--- src/rtl/pipe_adder_nzcv.sv ---
// Pipelined ADD/SUB/ADC/SBC with ARM NZCV flags. The carry chain is cut into
// STAGES slices, one register per slice, under a stall-all valid/ready pipe.
module pipe_adder_nzcv #(
    parameter int WIDTH  = 64,
    parameter int STAGES = 2
) (
    input  logic             clk,
    input  logic             reset,
    input  logic             in_valid,
    output logic             in_ready,
    input  logic [WIDTH-1:0] a,
    input  logic [WIDTH-1:0] b,
    input  logic [1:0]       op,
    input  logic             set_flags,
    output logic             out_valid,
    input  logic             out_ready,
    output logic [WIDTH-1:0] result,
    output logic [3:0]       res_nzcv,
    output logic [3:0]       nzcv_reg
);
    localparam int SW = WIDTH / STAGES;
    localparam int LS = STAGES - 1;

    // s_q[k] holds the sum for slices 0..k and still-unsummed A bits above.
    logic [STAGES-1:0][WIDTH-1:0] s_q, s_d, b_q, b_d;
    logic [STAGES-1:0]            vld_q, vld_d, c_q, c_d, setf_q, setf_d;
    logic [3:0]                   flag_q, flag_d, nzcv_q, nzcv_d;
    logic [STAGES:0]              vld_pipe;
    logic                         adv, accept, cin;
    logic [WIDTH-1:0]             b_eff, src_s, src_b, sum;
    logic                         src_c, src_f;
    logic [SW:0]                  sl;

    assign adv      = !vld_q[LS] || out_ready;
    assign accept   = in_valid && adv;
    assign vld_pipe = {vld_q, accept};
    assign b_eff    = op[0] ? ~b : b;
    // ADC/SBC take C from the flag register as it stands at acceptance
    assign cin      = op[1] ? nzcv_q[1] : op[0];

    always_comb begin
        s_d    = s_q;
        b_d    = b_q;
        c_d    = c_q;
        setf_d = setf_q;
        vld_d  = vld_q;
        flag_d = flag_q;
        nzcv_d = nzcv_q;
        src_s  = '0;
        src_b  = '0;
        src_c  = 1'b0;
        src_f  = 1'b0;
        sl     = '0;
        sum    = '0;
        for (int k = 0; k < STAGES; k++) begin
            if (k == 0) begin
                src_s = a;
                src_b = b_eff;
                src_c = cin;
                src_f = set_flags;
            end else begin
                src_s = s_q[(k == 0) ? 0 : k-1];
                src_b = b_q[(k == 0) ? 0 : k-1];
                src_c = c_q[(k == 0) ? 0 : k-1];
                src_f = setf_q[(k == 0) ? 0 : k-1];
            end
            sl  = {1'b0, src_s[k*SW +: SW]} + {1'b0, src_b[k*SW +: SW]} + (SW+1)'(src_c);
            sum = src_s;
            sum[k*SW +: SW] = sl[SW-1:0];
            if (adv) begin
                vld_d[k] = vld_pipe[k];
                if (vld_pipe[k]) begin
                    s_d[k]    = sum;
                    b_d[k]    = src_b;
                    c_d[k]    = sl[SW];
                    setf_d[k] = src_f;
                    if (k == LS)
                        flag_d = {sum[WIDTH-1], sum == '0, sl[SW],
                                  (src_s[WIDTH-1] == src_b[WIDTH-1]) &&
                                  (sum[WIDTH-1] != src_s[WIDTH-1])};
                end
            end
        end
        if (vld_q[LS] && out_ready && setf_q[LS])
            nzcv_d = flag_q;
    end

    always_ff @(posedge clk or posedge reset) begin
        if (reset) begin
            s_q    <= '0;
            b_q    <= '0;
            c_q    <= '0;
            setf_q <= '0;
            vld_q  <= '0;
            flag_q <= '0;
            nzcv_q <= '0;
        end else begin
            s_q    <= s_d;
            b_q    <= b_d;
            c_q    <= c_d;
            setf_q <= setf_d;
            vld_q  <= vld_d;
            flag_q <= flag_d;
            nzcv_q <= nzcv_d;
        end
    end

    assign in_ready  = adv;
    assign out_valid = vld_q[LS];
    assign result    = s_q[LS];
    assign res_nzcv  = flag_q;
    assign nzcv_reg  = nzcv_q;
endmodule
--- config.mk ---
export PLATFORM = sky130hd
export DESIGN_NAME = pipe_adder_nzcv
export DESIGN_NICKNAME = d
export VERILOG_FILES = /design/src/rtl/pipe_adder_nzcv.sv
export SDC_FILE = /design/constraint.sdc
export NUM_CORES = 1
export LEC_CHECK = 0
export ABC_AREA = 1
export CAP_MARGIN = 10
export CORE_MARGIN = 4
export CORE_UTILIZATION = 49
export CTS_CLUSTER_DIAMETER = 50
export DETAILED_ROUTE_END_ITERATION = 8
export HOLD_SLACK_MARGIN = 0.08
export PLACE_DENSITY = 0.72
export SYNTH_ARGS = -nofsm -noshare
export SYNTH_HDL_FRONTEND = slang
export SYNTH_SLANG_ARGS = --single-unit
--- constraint.sdc ---
create_clock -name clk -period 9.1 [get_ports clk]
set_input_delay 1.82 -clock clk [delete_from_list [all_inputs] [get_ports clk]]
set_output_delay 1.82 -clock clk [all_outputs]
set_load 0.01 [all_outputs]
* Yosys cells after proc, flatten, opt, wreduce, memory -nomap -nowiden
Cells that the tools add are included. Widths: inputs -> output; s select.
Word-level totals: word-level logic and storage cells 27, output and inout bits 74, register bits after elaboration 205, bits of input ports 135
Operators by class: muxes and demuxes 2, bitwise operators 1, $add $sub $neg 4, equality and inequality tests 2, reduce and logical (&&, ||, !) cells 9
Operators with widths (number):
- $add 32x32->33 | 2
- $add 33x1->33 | 2
- $logic_not 64->1 | 1
- $mux 64 | 1
- $not 64->64 | 1
- $logic_and 1x1->1 | 4
- $reduce_and 2->1 | 2
- $eq 1x1->1 | 1
- $logic_not 1->1 | 1
- $logic_or 1x1->1 | 1
- $mux 1 | 1
- $ne 1x1->1 | 1

* Longest topological paths before layout
word-level depth 4, mapped depth 17, depth with buffers taken out 17

* Least setup slack after synthesis
No wires, ideal clock.
path type input-to-reg, start point in op[0], end point reg s_q (netlist bit src_s[30]), stages on the path 17, data arrival time 4.319 ns, setup time 0.134 ns, path slack 4.647 ns, required time 8.966 ns, cells stage by stage buf_2 buf_2 xnor2_1 fa_1 fa_1 inv_1 nand2_1 o21ai_2 nand2_1 nand2_1 a21boi_0 o21ai_2 nand3_1 nand2_1 nand2_1 nand3_1 o21ai_0
Between the ends: longest elaborated chain between the ends 3, elaborated cells on any way between the ends 4, those cells by class 2 x add/sub; 2 x mux
RTL lines:
- start, declared | line 13 | input logic [1:0] op,
- $mux 64 | line 37 | assign b_eff = op[0] ? ~b : b;
- $add 32x32->33 | line 67 | sl = {1'b0, src_s[k*SW +: SW]} + {1'b0, src_b[k*SW +: SW]} + (SW+1)'(src_c);
- $add 33x1->33 (*) | line 67
- end signal, assigned | line 90 | s_q <= '0;
- end signal, assigned | line 98 | s_q <= s_d;
- end, declared | line 25 | logic [STAGES-1:0][WIDTH-1:0] s_q, s_d, b_q, b_d;
Every way passes the cells marked *; elsewhere a longest branch is shown, timed or not. A chain may end at the register's enable or synchronous reset.

* Worst setup path after layout
start point in out_ready, end point out in_ready
Between the ends: longest elaborated chain between the ends 1
RTL lines:
- start, declared | line 16 | input logic out_ready,
- $logic_or 1x1->1 | line 34 | assign adv = !vld_q[LS] || out_ready;
- end, declared | line 10 | output logic in_ready,
No other way between the ends.

==> results.sh <==
export IMPL_final_common_cell="nand2_1"
export IMPL_io_buffers=208
export IMPL_drv_cap=0
export IMPL_synth_cells=1553
export IMPL_ir_drop_mv=0.1184
export IMPL_p_clk_share_pct=21.7
export IMPL_ys_warn_count=0
export IMPL_cp_max_fo=6
export IMPL_r2r_slack_ns=6.07
export IMPL_p_leak_nw=7.002
export IMPL_grtUsageTotal_pct=25.69
export IMPL_start_util_pct=49.61
export IMPL_cp_depth=4
export IMPL_drtPass1Iterations=5
export IMPL_clock_path_buffers=2
export IMPL_avgSynthCellArea_um2=7.211
export IMPL_die_x_um=159.2
export IMPL_r2r_cells=15
export IMPL_chipHeight_um=159.2
export IMPL_clock_sinks=172
export IMPL_max_stage_delay_ns=0.61
export IMPL_ys_ff_latch=172
export IMPL_root_buffer="clkbuf_16"
export IMPL_async_flop_share_pct=100.0
export IMPL_first_global_vias=10731
export IMPL_nNetsFinal=1943
export IMPL_cpMaxStageDelayCell="clkdlybuf4s50_1"
export IMPL_hold_viol=0
export IMPL_skew_ns=0.01019
export IMPL_htreeDepth=4
export IMPL_wl_per_cell_um=15.67
export IMPL_nFillCells=2119
export IMPL_synth_distinct_cells=45
export IMPL_final_util_pct=62.44
export IMPL_final_cell_mix="nand2_1 (554), clkdlybuf4s50_1 (207), dfrtp_1 (172), inv_1 (160), o21ai_0 (113)"
export IMPL_drtAntennaViolNets=0
export IMPL_rsz0062_at_grt="no"
export IMPL_syn_to_final_growth_pct=25.87
export IMPL_holdBufCountCts=0
export IMPL_worstPathCellList="clkdlybuf4s50_1, inv_1, nand2_1, clkdlybuf4s50_1"
export IMPL_drc_errors=0
export IMPL_worstHoldPathType="reg2reg"
export IMPL_cts_resized=0
export IMPL_fin_crit_sh_pct=55.83
export IMPL_critPathTopFamily="buffers and inverters"
export IMPL_wirelength_um=31970
export IMPL_worst_slew_pin_slew_ns=1.073
export IMPL_vias=10449
export IMPL_grt_max_degree=110
export IMPL_p_sw_mw=1.325
export IMPL_crit_arrival_ns=3.26
export IMPL_dp_hpwl_um=24750
export IMPL_diodes=0
export IMPL_seq_area_mm2=0.004304
export IMPL_min_from="result[43]$_DFFE_PP0P_"
export IMPL_fin_crit_ns=5.081
export IMPL_post_cts_buffers=0
export IMPL_power_density_mw_per_mm2=235.7
export IMPL_whs_path_depth=2
export IMPL_tritoncts="yes"
export IMPL_ys_seq_area_share_pct=38.44
export IMPL_drt_vias_per_instance=5.122
export IMPL_seqPwrFrac_pct=34.7
export IMPL_die_area_mm2=0.02534
export IMPL_drt_iter0_drc=607
export IMPL_coreArea_mm2=0.02257
export IMPL_cp_common_cell="clkdlybuf4s50_1"
export IMPL_finalSetupViolCount=0
export IMPL_switching_share_pct=39.87
export IMPL_min_to="result[43]$_DFFE_PP0P_"
export IMPL_clk_pin_slew_ns=0.06
export IMPL_comb_power_share_pct=43.6
export IMPL_clock_latency_ns=0.43
export IMPL_maxSlewHeadroom_pct=28.48
export IMPL_crit_buf_inv=3
export IMPL_cp_required_ns=7.28
export IMPL_grt_pass1_wl_um=53930
export IMPL_grt_antenna_before_repair=0
export IMPL_gp_congestion=0.9351
export IMPL_slew_violations=0
export IMPL_end_kind="output port"
export IMPL_status="completed"
export IMPL_synth_area_mm2=0.01120
export IMPL_tns_ns=0
export IMPL_reg2reg_from="nzcv_reg[1]$_DFFE_PP0P_"
export IMPL_start_kind="primary input"
export IMPL_intPower_mw=1.998
export IMPL_overflow=0
export IMPL_drive_above_1_share_pct=4.160
export IMPL_r2r_end="src_s[30]$_DFFE_PP0P_"
export IMPL_fmax_ghz=0.1968
export IMPL_multi_input_area_mm2=0.006113
export IMPL_synth_edf_count=0
export IMPL_synth_nets=1754
export IMPL_cts_buffers=17
export IMPL_path_class="in2out"
export IMPL_top_level_ports=209
export IMPL_rows=55
export IMPL_ys_flop_type="dfrtp_1"
-- worst min-delay path, stage by stage (launching register included) --
cell	delay (ns)
dfrtp_1	0.34
nand2_1	0.06
nand2_1	0.05
-- layer usage --
metal	global-route usage [%]	routed length [um]
met5	0	0
met4	8.481	794
met3	3.521	1284
met2	45.88	15900
met1	32.19	13990
-- logic make-up after synthesis --
family | count (synthesis) | synth area share, %
AOI/OAI and AO/OA | 220 | 10.67
xor gates and xnor gates | 81 | 6.335
adders and majority gates | 66 | 7.642
buffers and inverters | 206 | 7.061
DFF | 172 | 38.44
muxes | 4 | 0.3910
and+or+nand+nor | 804 | 29.46
-- power by group through the flow --
stage / Clock [mW] / Sequential (mW) / Combinational, mW
global placement: 0 / 1.16 / 1.43
floorplan: 0 / 1.18 / 0.793
global route: 0.765 / 1.18 / 1.63
detailed placement: 0 / 1.16 / 1.45
CTS: 0.733 / 1.15 / 1.46
finish: 0.721 / 1.15 / 1.45
-- how the worst max path moves through the flow --
stage                       endpoint  slack (ns)      start
5_1_grt        src_s[30]$_DFFE_PP0P_        3.86      op[0]
3_3_place_gp   src_s[30]$_DFFE_PP0P_        3.93      op[0]
3_5_place_dp   src_s[30]$_DFFE_PP0P_        3.79      op[0]
6_report                    in_ready        4.02  out_ready
2_1_floorplan     c_q[0]$_DFFE_PP0P_        2.62      reset
4_1_cts                     in_ready        3.99  out_ready
-- area by class of cell --
| type | count | share of cell area (%) |
|---|---|---|
| Clock inverter | 14 | 1.047 |
| Clock buffer | 18 | 3.116 |
| Timing Repair Buffer | 213 | 15.02 |
| Multi-Input combinational cell | 1175 | 43.37 |
| Tap cell | 285 | 2.530 |
| Inverter | 163 | 4.376 |
| Sequential cell | 172 | 30.54 |
-- stage by stage --
stage	hold slack [ns]	instance area [um2]	total power, mW	std cells	worst slack [ns]
floorplan	0.4491	11200	1.973	1553	2.620
global placement	0.4621	13510	2.586	2008	3.926
detailed placement	0.4636	13510	2.608	2008	3.785
CTS	0.4832	14090	3.343	2040	3.991
global route	0.5103	14090	3.574	2040	3.856
finish	0.4822	14090	3.323	2040	4.019
-- Yosys cell counts (5+ instances only) --
| cell type | instances | share of area, % |
|---|---|---|
| buf_2 | 11 | 0.49 |
| ha_1 | 62 | 6.9 |
| nor2_1 | 111 | 3.7 |
| nor3_1 | 11 | 0.49 |
| nand2_2 | 6 | 0.34 |
| or2_2 | 9 | 0.50 |
| inv_1 | 161 | 5.4 |
| nand2_1 | 556 | 19 |
| nand3b_1 | 15 | 1.0 |
| clkbuf_1 | 27 | 0.91 |
| a31oi_1 | 14 | 0.78 |
| a21o_1 | 5 | 0.34 |
| o21ai_1 | 5 | 0.22 |
| o21bai_1 | 9 | 0.60 |
| a21oi_1 | 59 | 2.6 |
| o21ai_0 | 113 | 5.1 |
| nand3_1 | 65 | 2.9 |
| nand4_1 | 15 | 0.84 |
| xnor2_1 | 41 | 3.2 |
| xor2_1 | 40 | 3.1 |
| dfrtp_1 | 172 | 38 |
Power figures use the tool's default switching activity.
